$ cat config.mk
export PLATFORM = sky130hd
export DESIGN_NAME = hazard_stall_unit
export DESIGN_NICKNAME = d
export VERILOG_FILES = /design/src/rtl/hazard_stall_unit.sv
export SDC_FILE = /design/constraint.sdc
export NUM_CORES = 1
export LEC_CHECK = 0
export ABC_AREA = 1
export CAP_MARGIN = 20
export CORE_ASPECT_RATIO = 0.7
export CORE_UTILIZATION = 51
export DETAILED_ROUTE_END_ITERATION = 12
export MAX_ROUTING_LAYER = met4
export PLACE_DENSITY = 0.85
export SETUP_SLACK_MARGIN = 0.1
export SYNTH_ARGS = -nofsm -noshare
export SYNTH_HDL_FRONTEND = slang
export SYNTH_SLANG_ARGS = --single-unit
$ cat constraint.sdc
create_clock -name clk -period 3.6 [get_ports clk]
set_input_delay 1.08 -clock clk [delete_from_list [all_inputs] [get_ports clk]]
set_output_delay 1.08 -clock clk [all_outputs]
set_load 0.02 [all_outputs]
$ cat src/rtl/hazard_stall_unit.sv
// rtl/hazard_stall_unit.sv - load-use stall, unified-RAM freeze/timeout and branch flush control
// Pipeline enables are combinational; state, timeout flag and stall counter are registered.
module hazard_stall_unit #(
  parameter int TIMEOUT = 15,
  parameter int WAIT_W  = 4
) (
  input  logic        clk,
  input  logic        rst,
  input  logic [2:0]  Rx_ID,
  input  logic [2:0]  Ry_ID,
  input  logic        readRx_ID,
  input  logic        readRy_ID,
  input  logic        readSpecReg_ID,
  input  logic        memRead_IDEX,
  input  logic        regWrite_IDEX,
  input  logic        writeSpecReg_IDEX,
  input  logic [2:0]  registerToWriteId_IDEX,
  input  logic        memAccess_EXMEM,
  input  logic        memReady,
  input  logic        branchTaken_EX,
  output logic        pcWrite,
  output logic        ifidWrite,
  output logic        ifidFlush,
  output logic        idexBubble,
  output logic        pipeFreeze,
  output logic        memReq,
  output logic        memTimeout,
  output logic [1:0]  state,
  output logic [15:0] stallCycles
);

  typedef enum logic [1:0] {
    ST_RUN      = 2'd0,
    ST_MEM_WAIT = 2'd1,
    ST_ERROR    = 2'd2
  } state_t;

  localparam logic [WAIT_W-1:0] L_TIMEOUT = WAIT_W'(TIMEOUT);

  state_t             r_state;
  logic [WAIT_W-1:0]  r_wait_cnt;
  logic               r_mem_timeout;
  logic [15:0]        r_stall_cycles;

  logic w_src_match;
  logic w_spec_match;
  logic w_load_use;
  logic w_acc;
  logic w_acc_wait;
  logic w_acc_done;

  assign w_src_match  = !writeSpecReg_IDEX &
                        ((readRx_ID & (Rx_ID == registerToWriteId_IDEX)) |
                         (readRy_ID & (Ry_ID == registerToWriteId_IDEX)));
  assign w_spec_match = readSpecReg_ID & writeSpecReg_IDEX;
  assign w_load_use   = memRead_IDEX & regWrite_IDEX & (w_src_match | w_spec_match);

  // Once waiting, the access is considered outstanding whatever EX/MEM now shows.
  assign w_acc      = (r_state == ST_MEM_WAIT) | ((r_state == ST_RUN) & memAccess_EXMEM);
  assign w_acc_wait = w_acc & !memReady;
  assign w_acc_done = w_acc & memReady;

  always_comb begin
    pcWrite    = 1'b1;
    ifidWrite  = 1'b1;
    ifidFlush  = 1'b0;
    idexBubble = 1'b0;
    pipeFreeze = 1'b0;
    memReq     = 1'b0;
    if (rst) begin
      pcWrite    = 1'b0;
      ifidWrite  = 1'b0;
      ifidFlush  = 1'b1;
      idexBubble = 1'b1;
    end else if (r_state == ST_ERROR) begin
      pcWrite    = 1'b0;
      ifidWrite  = 1'b0;
      pipeFreeze = 1'b1;
    end else begin
      memReq = w_acc;
      if (w_acc_wait) begin
        pcWrite    = 1'b0;
        ifidWrite  = 1'b0;
        pipeFreeze = 1'b1;
      end else if (branchTaken_EX) begin
        ifidFlush  = 1'b1;
        idexBubble = 1'b1;
      end else if (w_acc_done && !w_load_use) begin
        // Data access used the RAM port, so the fetched word is lost.
        pcWrite   = 1'b0;
        ifidFlush = 1'b1;
      end else if (w_load_use) begin
        pcWrite    = 1'b0;
        ifidWrite  = 1'b0;
        idexBubble = 1'b1;
      end
    end
  end

  always_ff @(posedge clk or posedge rst) begin
    if (rst) begin
      r_state       <= ST_RUN;
      r_wait_cnt    <= '0;
      r_mem_timeout <= 1'b0;
    end else begin
      case (r_state)
        ST_RUN: begin
          if (memAccess_EXMEM && !memReady) begin
            r_state    <= ST_MEM_WAIT;
            r_wait_cnt <= WAIT_W'(1);
          end else begin
            r_wait_cnt <= '0;
          end
        end
        ST_MEM_WAIT: begin
          if (memReady) begin
            r_state    <= ST_RUN;
            r_wait_cnt <= '0;
          end else if (r_wait_cnt == L_TIMEOUT) begin
            r_state       <= ST_ERROR;
            r_mem_timeout <= 1'b1;
          end else begin
            r_wait_cnt <= r_wait_cnt + WAIT_W'(1);
          end
        end
        ST_ERROR: begin
          r_state       <= ST_ERROR;
          r_mem_timeout <= 1'b1;
        end
        default: begin
          r_state    <= ST_RUN;
          r_wait_cnt <= '0;
        end
      endcase
    end
  end

  always_ff @(posedge clk or posedge rst) begin
    if (rst) begin
      r_stall_cycles <= '0;
    end else if (!pcWrite && (r_stall_cycles != 16'hFFFF)) begin
      r_stall_cycles <= r_stall_cycles + 16'd1;
    end
  end

  assign state       = r_state;
  assign memTimeout  = r_mem_timeout;
  assign stallCycles = r_stall_cycles;

endmodule

# Yosys cells after proc, flatten, opt, wreduce, memory -nomap -nowiden
# Index checks and enable logic that the tools add are counted.
[word_totals] inputBits=20 out_inout_bits=25 elab_cells=80 register_bits=23
[classes] bitwise=13 n_addsub=2 eq_ne=11 muxes=38 reduce_logical=12
[op_table] cell="$mux 1" n=30
[op_table] cell="$add 16x1->16 const B" n=1
[op_table] cell="$ne 16x16->1 const B" n=1
[op_table] cell="$pmux 4 s3" n=1
[op_table] cell="$and 1x1->1" n=9
[op_table] cell="$mux 4" n=2
[op_table] cell="$eq 3x3->1" n=2
[op_table] cell="$mux 2" n=3
[op_table] cell="$pmux 2 s3" n=1
[op_table] cell="$add 4x1->4 const B" n=1
[op_table] cell="$eq 4x4->1 const B" n=1
[op_table] cell="$logic_not 1->1" n=4
[op_table] cell="$ne 2x1->1 const B" n=2
[op_table] cell="$reduce_and 2->1" n=2
[op_table] cell="$logic_and 1x1->1" n=3
[op_table] cell="$ne 3x2->1 const B" n=1
[op_table] cell="$ne 3x3->1 const B" n=1
[op_table] cell="$or 1x1->1" n=3
[op_table] cell="$reduce_and 3->1" n=1
[op_table] cell="$eq 2x1->1 const B" n=1
[op_table] cell="$eq 2x2->1 const B" n=1
[op_table] cell="$logic_not 2->1" n=1
[op_table] cell="$ne 2x2->1 const B" n=1
[op_table] cell="$pmux 1 s2" n=1
[op_table] cell="other kinds (2)" n=2

# Longest topological paths before layout
# Gate-level depths: netlist of run 1.
[depth] depth_word=15 ltp_mapped=12 mapped_depth_nobuf=11

# Least setup slack after synthesis of run 1
# Ideal clock, no wire load.
[synth_timing] path_type="in2out" start="input port memAccess_EXMEM" end="output port pcWrite" slack_ns=0.511 arrival_time_ns=2.009 path_stages=8 path_buffers=1 required_ns=2.520 path_cell_list="nor2_1 > nor2_2 > nand2_1 > nand2_1 > nor3_2 > nand2_4 > buf_2 > inv_1"
[synth_via] elab_chain_len=9 elab_cells_between_ends=10 classes_between="mux (5); bitwise (4); reduce/logical (1)"
[synth_rtl] item="start: declaration" line_no="18" rtl="input logic memAccess_EXMEM,"
[synth_rtl] item="$and 1x1->1 (*)" line_no="59" rtl="assign w_acc = (r_state == ST_MEM_WAIT) | ((r_state == ST_RUN) & memAccess_EXMEM);"
[synth_rtl] item="$or 1x1->1 (*)" line_no="59"
[synth_rtl] item="$and 1x1->1" line_no="61" rtl="assign w_acc_done = w_acc & memReady;"
[synth_rtl] item="$logic_and 1x1->1" line_no="88" rtl="end else if (w_acc_done && !w_load_use) begin"
[synth_rtl] item="$mux 1" line_no="88"
[synth_rtl] item="$mux 1" line_no="85" rtl="end else if (branchTaken_EX) begin"
[synth_rtl] item="$mux 1 (*)" line_no="81" rtl="if (w_acc_wait) begin"
[synth_rtl] item="$mux 1 (*)" line_no="75" rtl="end else if (r_state == ST_ERROR) begin"
[synth_rtl] item="$mux 1 (*)" line_no="70" rtl="if (rst) begin"
[synth_rtl] item="end: declaration" line_no="21" rtl="output logic pcWrite,"
# Every way passes the cells marked *; elsewhere a longest branch is shown, timed or not.

# Final worst setup path of run 1
[layout_timing] start="input port Rx_ID[0]" end="output port ifidFlush"
[layout_via] elab_chain_len=13
[layout_rtl] item="start: declaration" line_no="9" rtl="input logic [2:0] Rx_ID,"
[layout_rtl] item="$eq 3x3->1" line_no="53" rtl="((readRx_ID & (Rx_ID == registerToWriteId_IDEX)) |"
[layout_rtl] item="$and 1x1->1" line_no="53"
[layout_rtl] item="$or 1x1->1" line_no="53"
[layout_rtl] item="$and 1x1->1" line_no="52" rtl="assign w_src_match = !writeSpecReg_IDEX &"
[layout_rtl] item="$or 1x1->1" line_no="56" rtl="assign w_load_use = memRead_IDEX & regWrite_IDEX & (w_src_match | w_spec_match);"
[layout_rtl] item="$and 1x1->1" line_no="56"
[layout_rtl] item="$logic_not 1->1" line_no="88"
[layout_rtl] item="$logic_and 1x1->1" line_no="88"
[layout_rtl] item="$mux 1" line_no="88"
[layout_rtl] item="$mux 1" line_no="85"
[layout_rtl] item="$mux 1" line_no="81"
[layout_rtl] item="$mux 1" line_no="75"
[layout_rtl] item="$mux 1" line_no="70"
[layout_rtl] item="end: declaration" line_no="23" rtl="output logic ifidFlush,"
# Every way passes these cells.

==> run_summary.xml, run 1 <==
<?xml version="1.0" encoding="UTF-8"?>
<metrics>
  <group name="run_status">
    <metric name="run_status" unit="">completed</metric>
  </group>
  <group name="layout">
    <metric name="most-common-layout-cells" unit="">71 x sky130_fd_sc_hd__nand2_1, 31 x sky130_fd_sc_hd__clkdlybuf4s50_1, 30 x sky130_fd_sc_hd__inv_1</metric>
    <metric name="finish.cell_count_without_fillers" unit="">314</metric>
    <metric name="stdcell_area" unit="sq um">2192</metric>
    <metric name="insertedDiodeCount" unit="">0</metric>
    <metric name="leading_cell_type_in_the_layout_fill_and_taps_excluded" unit="">sky130_fd_sc_hd__nand2_1</metric>
    <metric name="finalNetCount" unit="">301</metric>
    <metric name="layout-area-overhead-vs-synth" unit="%">39.82</metric>
    <metric name="layout-drive-gt1-share" unit="%">14.75</metric>
  </group>
  <group name="floorplanning">
    <metric name="start_util" unit="%">54.76</metric>
    <metric name="die_height" unit="um">48.39</metric>
    <metric name="design.portCount" unit="">45</metric>
    <metric name="die_width" unit="um">68.27</metric>
    <metric name="floorplan.rows" unit="">16</metric>
    <metric name="design.die.area" unit="sq um">3304</metric>
    <metric name="core_area" unit="sq um">2863</metric>
  </group>
  <group name="worst_setup_path">
    <metric name="cp_top_family" unit="">buffers and inverters</metric>
    <metric name="rr_endpoint" unit="">stallCycles[8]</metric>
    <metric name="timing.critical_path.required" unit="ns">2.52</metric>
    <metric name="critical-path-top-cell-by-count" unit="">sky130_fd_sc_hd__nor2_1</metric>
    <metric name="worstPathCellList" unit="">clkdlybuf4s50_1, nor2_1, nor2_1, nor2_1, nand2_1, nand3_2, nand2_2, nand2_2, a21oi_2, buf_4</metric>
    <metric name="worst-r2r-setup-slack" unit="ns">1.69</metric>
    <metric name="crit_arrival" unit="ns">2.38</metric>
    <metric name="crit_fanout" unit="">2</metric>
    <metric name="setup.worst_path.class" unit="">in2out</metric>
    <metric name="critical_path_endpoint_category" unit="">output port</metric>
    <metric name="worst-r2r-cell-count" unit="">7</metric>
    <metric name="crit_slowest_cell" unit="">sky130_fd_sc_hd__clkdlybuf4s50_1</metric>
    <metric name="timing.critical_path.slowest_cell_delay" unit="ns">0.48</metric>
    <metric name="regToRegStartpoint" unit="">stallCycles[0]</metric>
    <metric name="start_kind" unit="">input port</metric>
    <metric name="worst-path-buf-inv" unit="">2</metric>
  </group>
  <group name="clocking">
    <metric name="clk_latency" unit="ns">0.27</metric>
    <metric name="ctsHtreeMaxLevel" unit="">1</metric>
    <metric name="clk_pin_slew" unit="ns">0.08</metric>
    <metric name="clock_tree.root_cell" unit="">sky130_fd_sc_hd__clkbuf_8</metric>
    <metric name="holdBufCountCts" unit="">0</metric>
    <metric name="cts_tree" unit="">yes</metric>
    <metric name="cts_inserted_buffers" unit="">3</metric>
    <metric name="max-clock-path-buffers" unit="">2</metric>
    <metric name="numClockSinks" unit="">23</metric>
  </group>
  <group name="sta">
    <metric name="slew_headroom" unit="%">76.57</metric>
    <metric name="worst_pin_slew" unit="ns">0.3483</metric>
    <metric name="fin_skew" unit="ns">0.004119</metric>
    <metric name="setup_viol_count_final" unit="">0</metric>
    <metric name="worst_slack" unit="ns">0.1369</metric>
    <metric name="timing.final.crit_share" unit="%">96.20</metric>
    <metric name="rsz0062_at_grt" unit="">yes</metric>
    <metric name="report.final.slew_viol_count" unit="">0</metric>
    <metric name="max_freq" unit="MHz">288.8</metric>
    <metric name="hold_viol" unit="">0</metric>
    <metric name="layout_min_cycle_time" unit="ns">3.463</metric>
  </group>
  <group name="yosys">
    <metric name="post_synth.cell_area_avg" unit="sq um">7.030</metric>
    <metric name="yosys_top_cell_area_share" unit="%">36.71</metric>
    <metric name="netlist_area" unit="sq um">1568</metric>
    <metric name="yosys.area.top_type" unit="">sky130_fd_sc_hd__dfrtp_1</metric>
    <metric name="synth.yosys.warnings" unit="">0</metric>
    <metric name="main_area_contributors_after_synthesis" unit="">sky130_fd_sc_hd__dfrtp_1 37%, sky130_fd_sc_hd__nand2_1 18%, sky130_fd_sc_hd__nand3_1 8.3%</metric>
    <metric name="synth_seq_area_share" unit="%">36.71</metric>
    <metric name="synth_cells" unit="">223</metric>
    <metric name="synth_cell_type_count" unit="">25</metric>
    <metric name="ys_seq_elements" unit="">23</metric>
    <metric name="number_of_nets_produced_by_synthesis" unit="">245</metric>
  </group>
  <group name="power">
    <metric name="sw_share" unit="%">23.38</metric>
    <metric name="clockPowerShare" unit="%">34.1</metric>
    <metric name="power_leakage" unit="nW">1.163</metric>
    <metric name="p_seq_share" unit="%">54.0</metric>
    <metric name="cell_internal_pwr" unit="mW">0.3664</metric>
    <metric name="switch_pwr" unit="mW">0.1118</metric>
    <metric name="power_density" unit="nW/um^2">218.1</metric>
    <metric name="vdd_drop_max" unit="mV">0.2240</metric>
    <metric name="finalPower" unit="mW">0.4782</metric>
    <metric name="comb_power_share" unit="%">12.0</metric>
  </group>
  <group name="global_routing">
    <metric name="grt_antenna_before_repair" unit="">0</metric>
    <metric name="groute.usage.overall" unit="%">25.18</metric>
    <metric name="grt_first_pass_wirelength" unit="mm">6.154</metric>
    <metric name="grt_start_max_net_pins" unit="">24</metric>
    <metric name="grt_overflow" unit="">0</metric>
    <metric name="grt_pass1_vias" unit="">1392</metric>
  </group>
  <group name="placement">
    <metric name="post_place_cells" unit="">309</metric>
    <metric name="port_buffers" unit="">44</metric>
    <metric name="routabilityCongestion" unit="">0.8944</metric>
    <metric name="place_worst_setup_slack" unit="ns">-0.3254</metric>
    <metric name="placed_area" unit="sq um">2100</metric>
    <metric name="detailed_place_hpwl" unit="mm">2.691</metric>
  </group>
  <group name="routing">
    <metric name="route.detailed.drc" unit="">0</metric>
    <metric name="per_cell_routed_wire_length" unit="um">11.79</metric>
    <metric name="vias" unit="">1578</metric>
    <metric name="routed_via_density" unit="">5.025</metric>
    <metric name="initialDrtViolationCount" unit="">137</metric>
    <metric name="postRouteWirelength" unit="mm">3.702</metric>
    <metric name="firstDrtPassIters" unit="">4</metric>
    <metric name="drtAntennaViolNets" unit="">0</metric>
  </group>
  <group name="min_path">
    <metric name="hold_class" unit="">reg2reg</metric>
    <metric name="min_from" unit="">memTimeout</metric>
    <metric name="min_to" unit="">memTimeout</metric>
    <metric name="hold-path-cell-count" unit="">1</metric>
  </group>
  <group name="run">
    <metric name="timing.max_cap.violations" unit="">0</metric>
  </group>
</metrics>
cells by family (layout without fill, tap and decap cells):
group	count (synthesis)	count (layout)	share of synthesized area, %
AOI/OAI and AO/OA	8	8	2.873
and+or+nand+nor	141	141	41.98
adders and majority gates	2	2	1.596
xor gates and xnor gates	14	14	7.821
DFF	23	23	36.71
buffers and inverters	35	90	9.018
how the worst max path moves through the flow:
stage / slack, ns / end / cells after the start / startpoint
5_1_grt: 0.07 / ifidFlush / 10 / Rx_ID[0]
6_report: 0.14 / ifidFlush / 10 / Rx_ID[0]
2_1_floorplan: 0.51 / pcWrite / 8 / memAccess_EXMEM
3_5_place_dp: -0.33 / ifidFlush / 10 / registerToWriteId_IDEX[0]
3_3_place_gp: -0.28 / ifidFlush / 10 / registerToWriteId_IDEX[0]
4_1_cts: 0.01 / ifidFlush / 10 / Rx_ID[0]
synthesized netlist by cell type (all sizes together):
cell / number
nand2: 76
inv: 32
nand3: 27
nor2: 25
dfrtp: 23
xor2: 9
nor3: 7
xnor2: 5
a21oi: 4
nand4: 4
buf: 3
o21ai: 3
ha: 2
nor4: 1
o211a: 1
or2: 1
registers in the layout, summed over array words and instances, names as in the netlist:
register     flops
r_wait_cnt       4
stallCycles     16
state            2
memTimeout       1
through the flow:
step                      hold slack [ns]  util, %  setup TNS (ns)
after detailed placement           0.4720    73.34          -1.513
final                              0.4905    76.57               0
after CTS                          0.4967    74.61               0
after global routing               0.5061    76.57               0
after global placement             0.4548    73.34          -1.337
after floorplan                    0.5054        -               0
cell type report:
cell class	count	area [sq um]
clock buffer	4	45.04
fill	211	670.6
inverter	32	120.1
multi-input combinational	165	902.1
sequential	23	575.6
tap	36	45.04
timing repair buffer	54	504.2
power groups by stage:
| stage | Sequential [mW] | Combinational, mW | Clock (mW) |
|---|---|---|---|
| 6_report | 0.258 | 0.0572 | 0.163 |
| 5_1_grt | 0.258 | 0.0636 | 0.174 |
| 4_1_cts | 0.258 | 0.0534 | 0.167 |
| 3_5_place_dp | 0.263 | 0.0556 | 0 |
| 3_3_place_gp | 0.263 | 0.0549 | 0 |
| 2_1_floorplan | 0.263 | 0.0208 | 0 |
timing repair:
item	4_1_cts	5_1_grt
setup buffers	1	0
gates resized for setup	23	22
pin swaps	3	10
setup endpoints to repair	6	6
worst register-to-register path, delay by kind of cell, from the launching register on:
family / cells / cell delay (ns)
flops: 1 / 0.48
fa+ha+maj: 1 / 0.28
simple gates: 6 / 1.10
layer usage:
layer	part of all wire, %	GRT usage [%]	vias to the layer above
met5	0	-	-
met4	0.51	4.167	0
met3	4.3	5.660	5
met2	46	36.76	36
met1	49	36.17	728
li1	-	-	809
(Power assumes the default switching activity.)
==> run 2, diff against run 1 <==
--- a/config.mk
+++ b/config.mk
@@ -8,6 +8,7 @@
 export ABC_AREA = 1
 export CAP_MARGIN = 20
 export CORE_ASPECT_RATIO = 0.7
+export CORE_MARGIN = 1.5
 export CORE_UTILIZATION = 51
 export DETAILED_ROUTE_END_ITERATION = 12
 export MAX_ROUTING_LAYER = met4
==> run 2 against run 1 <==
  * Worst setup slack improved by 0.027 ns
  * Fmax grew 0.79%
  * Combinational power fell by 2%
  * Sequential cell count did not move
  * Clock skew decreased by 0.0013 ns
  * Largest cell class unchanged
  * Clock-buffer cell count fell by 1
  * Cell count down 0.96%
==> run_summary.xml, run 2 (same netlist as run 1, synthesis figures left out) <==
<?xml version="1.0" encoding="UTF-8"?>
<metrics>
  <group name="run_status">
    <metric name="run_status" unit="">completed</metric>
  </group>
  <group name="layout">
    <metric name="layout-drive-gt1-share" unit="%">14.55</metric>
    <metric name="layout-area-overhead-vs-synth" unit="%">37.35</metric>
    <metric name="largest_reg_flops" unit="">16</metric>
    <metric name="stdcell_area" unit="sq um">2153</metric>
    <metric name="seqCellArea" unit="sq um">575.6</metric>
    <metric name="multi_input_logic_area" unit="sq um">892.1</metric>
    <metric name="insertedDiodeCount" unit="">0</metric>
    <metric name="leading_cell_type_in_the_layout_fill_and_taps_excluded" unit="">sky130_fd_sc_hd__nand2_1</metric>
    <metric name="fillers" unit="">234</metric>
    <metric name="finalNetCount" unit="">298</metric>
    <metric name="most-common-layout-cells" unit="">72 x sky130_fd_sc_hd__nand2_1, 34 x sky130_fd_sc_hd__clkdlybuf4s50_1, 29 x sky130_fd_sc_hd__inv_1</metric>
    <metric name="final_util" unit="%">75.22</metric>
  </group>
  <group name="worst_setup_path">
    <metric name="start_kind" unit="">input port</metric>
    <metric name="cp_top_family" unit="">buffers and inverters</metric>
    <metric name="timing.critical_path.slowest_cell_delay" unit="ns">0.48</metric>
    <metric name="worst-path-buf-inv" unit="">2</metric>
    <metric name="worstPathCellList" unit="">clkdlybuf4s50_1, nor2_1, nor2_1, nor2_1, nand2_1, nand3_2, nand2_2, nand2_1, a21oi_2, buf_4</metric>
    <metric name="critical_path_endpoint_category" unit="">output port</metric>
    <metric name="crit_slowest_cell" unit="">sky130_fd_sc_hd__clkdlybuf4s50_1</metric>
    <metric name="crit_fanout" unit="">2</metric>
    <metric name="timing.critical_path.required" unit="ns">2.52</metric>
    <metric name="setup.worst_path.class" unit="">in2out</metric>
    <metric name="crit_arrival" unit="ns">2.36</metric>
    <metric name="critical-path-top-cell-by-count" unit="">sky130_fd_sc_hd__nor2_1</metric>
  </group>
  <group name="placement">
    <metric name="port_buffers" unit="">44</metric>
    <metric name="placed_area" unit="sq um">2085</metric>
    <metric name="routabilityCongestion" unit="">0.9137</metric>
    <metric name="detailed_place_hpwl" unit="mm">2.680</metric>
  </group>
  <group name="routing">
    <metric name="routed_via_density" unit="">5.000</metric>
    <metric name="route.detailed.drc" unit="">0</metric>
    <metric name="per_cell_routed_wire_length" unit="um">11.71</metric>
    <metric name="initialDrtViolationCount" unit="">113</metric>
    <metric name="firstDrtPassIters" unit="">4</metric>
    <metric name="postRouteWirelength" unit="mm">3.641</metric>
    <metric name="drtAntennaViolNets" unit="">0</metric>
    <metric name="vias" unit="">1555</metric>
  </group>
  <group name="floorplanning">
    <metric name="design.portCount" unit="">45</metric>
    <metric name="floorplan.rows" unit="">16</metric>
    <metric name="design.die.area" unit="sq um">3421</metric>
    <metric name="die_height" unit="um">49.39</metric>
    <metric name="die_width" unit="um">69.27</metric>
    <metric name="core_area" unit="sq um">2863</metric>
    <metric name="start_util" unit="%">54.76</metric>
  </group>
  <group name="clocking">
    <metric name="clock_tree.root_cell" unit="">sky130_fd_sc_hd__clkbuf_8</metric>
    <metric name="cts_tree" unit="">yes</metric>
    <metric name="clk_pin_slew" unit="ns">0.08</metric>
    <metric name="holdBufCountCts" unit="">0</metric>
    <metric name="cts_inserted_buffers" unit="">3</metric>
    <metric name="ctsHtreeMaxLevel" unit="">1</metric>
    <metric name="clk_latency" unit="ns">0.26</metric>
    <metric name="max-clock-path-buffers" unit="">2</metric>
    <metric name="numClockSinks" unit="">23</metric>
  </group>
  <group name="global_routing">
    <metric name="global_routing_usage_on_met2" unit="%">38.46</metric>
    <metric name="globalRoute.busiestLayer" unit="">met2</metric>
    <metric name="grt_overflow" unit="">0</metric>
    <metric name="grt_antenna_before_repair" unit="">0</metric>
    <metric name="grt_start_max_net_pins" unit="">24</metric>
    <metric name="grt_pass1_vias" unit="">1438</metric>
    <metric name="groute.usage.overall" unit="%">24.37</metric>
    <metric name="globalRouteMet1Util" unit="%">32.42</metric>
    <metric name="global_route.usage.met3" unit="%">4.545</metric>
    <metric name="grt_first_pass_wirelength" unit="mm">6.458</metric>
  </group>
  <group name="sta">
    <metric name="worst_pin_slew" unit="ns">0.3757</metric>
    <metric name="setup_viol_count_final" unit="">0</metric>
    <metric name="timing.final.crit_share" unit="%">95.45</metric>
    <metric name="report.final.slew_viol_count" unit="">0</metric>
    <metric name="fin_skew" unit="ns">0.002813</metric>
    <metric name="timing.hold.ws" unit="ns">0.4877</metric>
    <metric name="layout_min_cycle_time" unit="ns">3.436</metric>
    <metric name="max_freq" unit="MHz">291.0</metric>
    <metric name="slew_headroom" unit="%">74.72</metric>
    <metric name="hold_viol" unit="">0</metric>
    <metric name="rsz0062_at_grt" unit="">yes</metric>
  </group>
  <group name="power">
    <metric name="finalPower" unit="mW">0.4748</metric>
    <metric name="power_density" unit="nW/um^2">220.5</metric>
    <metric name="power_leakage" unit="nW">1.140</metric>
    <metric name="vdd_drop_max" unit="mV">0.2595</metric>
  </group>
  <group name="run">
    <metric name="timing.max_cap.violations" unit="">0</metric>
  </group>
  <group name="min_path">
    <metric name="hold_class" unit="">reg2reg</metric>
  </group>
</metrics>
-- run 2: worst reg2reg max path: stages, from the launching register on --
cell	delay (ns)
sky130_fd_sc_hd__dfrtp_1	0.48
sky130_fd_sc_hd__ha_1	0.28
sky130_fd_sc_hd__nand4_2	0.25
sky130_fd_sc_hd__nor2_4	0.18
sky130_fd_sc_hd__nand4_4	0.26
sky130_fd_sc_hd__nand2_4	0.29
sky130_fd_sc_hd__nand2_1	0.09
sky130_fd_sc_hd__nand2_1	0.06
-- run 2: metal layers --
| layer | wire length [um] | vias to the layer above |
|---|---|---|
| li1 | - | 802 |
| met1 | 1772 | 702 |
| met2 | 1655 | 47 |
| met3 | 180 | 4 |
| met4 | 33 | 0 |
| met5 | 0 | - |
-- run 2: worst paths after layout --
| check | startpoint | end | slack (ns) | depth (start not counted) |
|---|---|---|---|---|
| setup / recovery | Rx_ID[0] | ifidFlush | 0.16 | 10 |
| hold / removal | memTimeout | memTimeout | 0.49 | 1 |
| setup reg to reg | stallCycles[0] | stallCycles[0] | 1.66 | 7 |
| hold reg to reg | memTimeout | memTimeout | 0.49 | 1 |
| max in group asynchronous | rst | stallCycles[0] | 1.95 | 3 |
| min in group asynchronous | rst | r_wait_cnt[0] | 1.42 | 3 |
-- run 2: where the power goes --
group / switching, mW / internal, mW / total, mW
clock: 0.0832 / 0.0773 / 0.160
sequential: 0 / 0.258 / 0.258
combinational: 0.0269 / 0.0294 / 0.0563
total: 0.110 / 0.365 / 0.475
-- run 2: area by class of cell --
cell class	instances	share of cell area (%)
well taps	36	2.092
clock buffers	3	1.917
repair buffers	51	22.02
inverters	32	5.578
flip-flops and latches	23	26.73
multi-input cells	165	41.43
clock inverters	1	0.2324
-- run 2: through the flow --
stage          worst slack [ns]  cells  TNS (ns)
5_1_grt                 0.04542    311         0
2_1_floorplan            0.5106    223         0
6_report                 0.1639    311         0
4_1_cts                  0.1202    311         0
3_3_place_gp            -0.2780    307    -1.319
3_5_place_dp            -0.3339    307    -1.469
-- run 2: timing repair --
action	4_1_cts	5_1_grt
buffers inserted	0	0
resized for setup	21	20
pin swaps	1	5
setup endpoints to repair	6	6
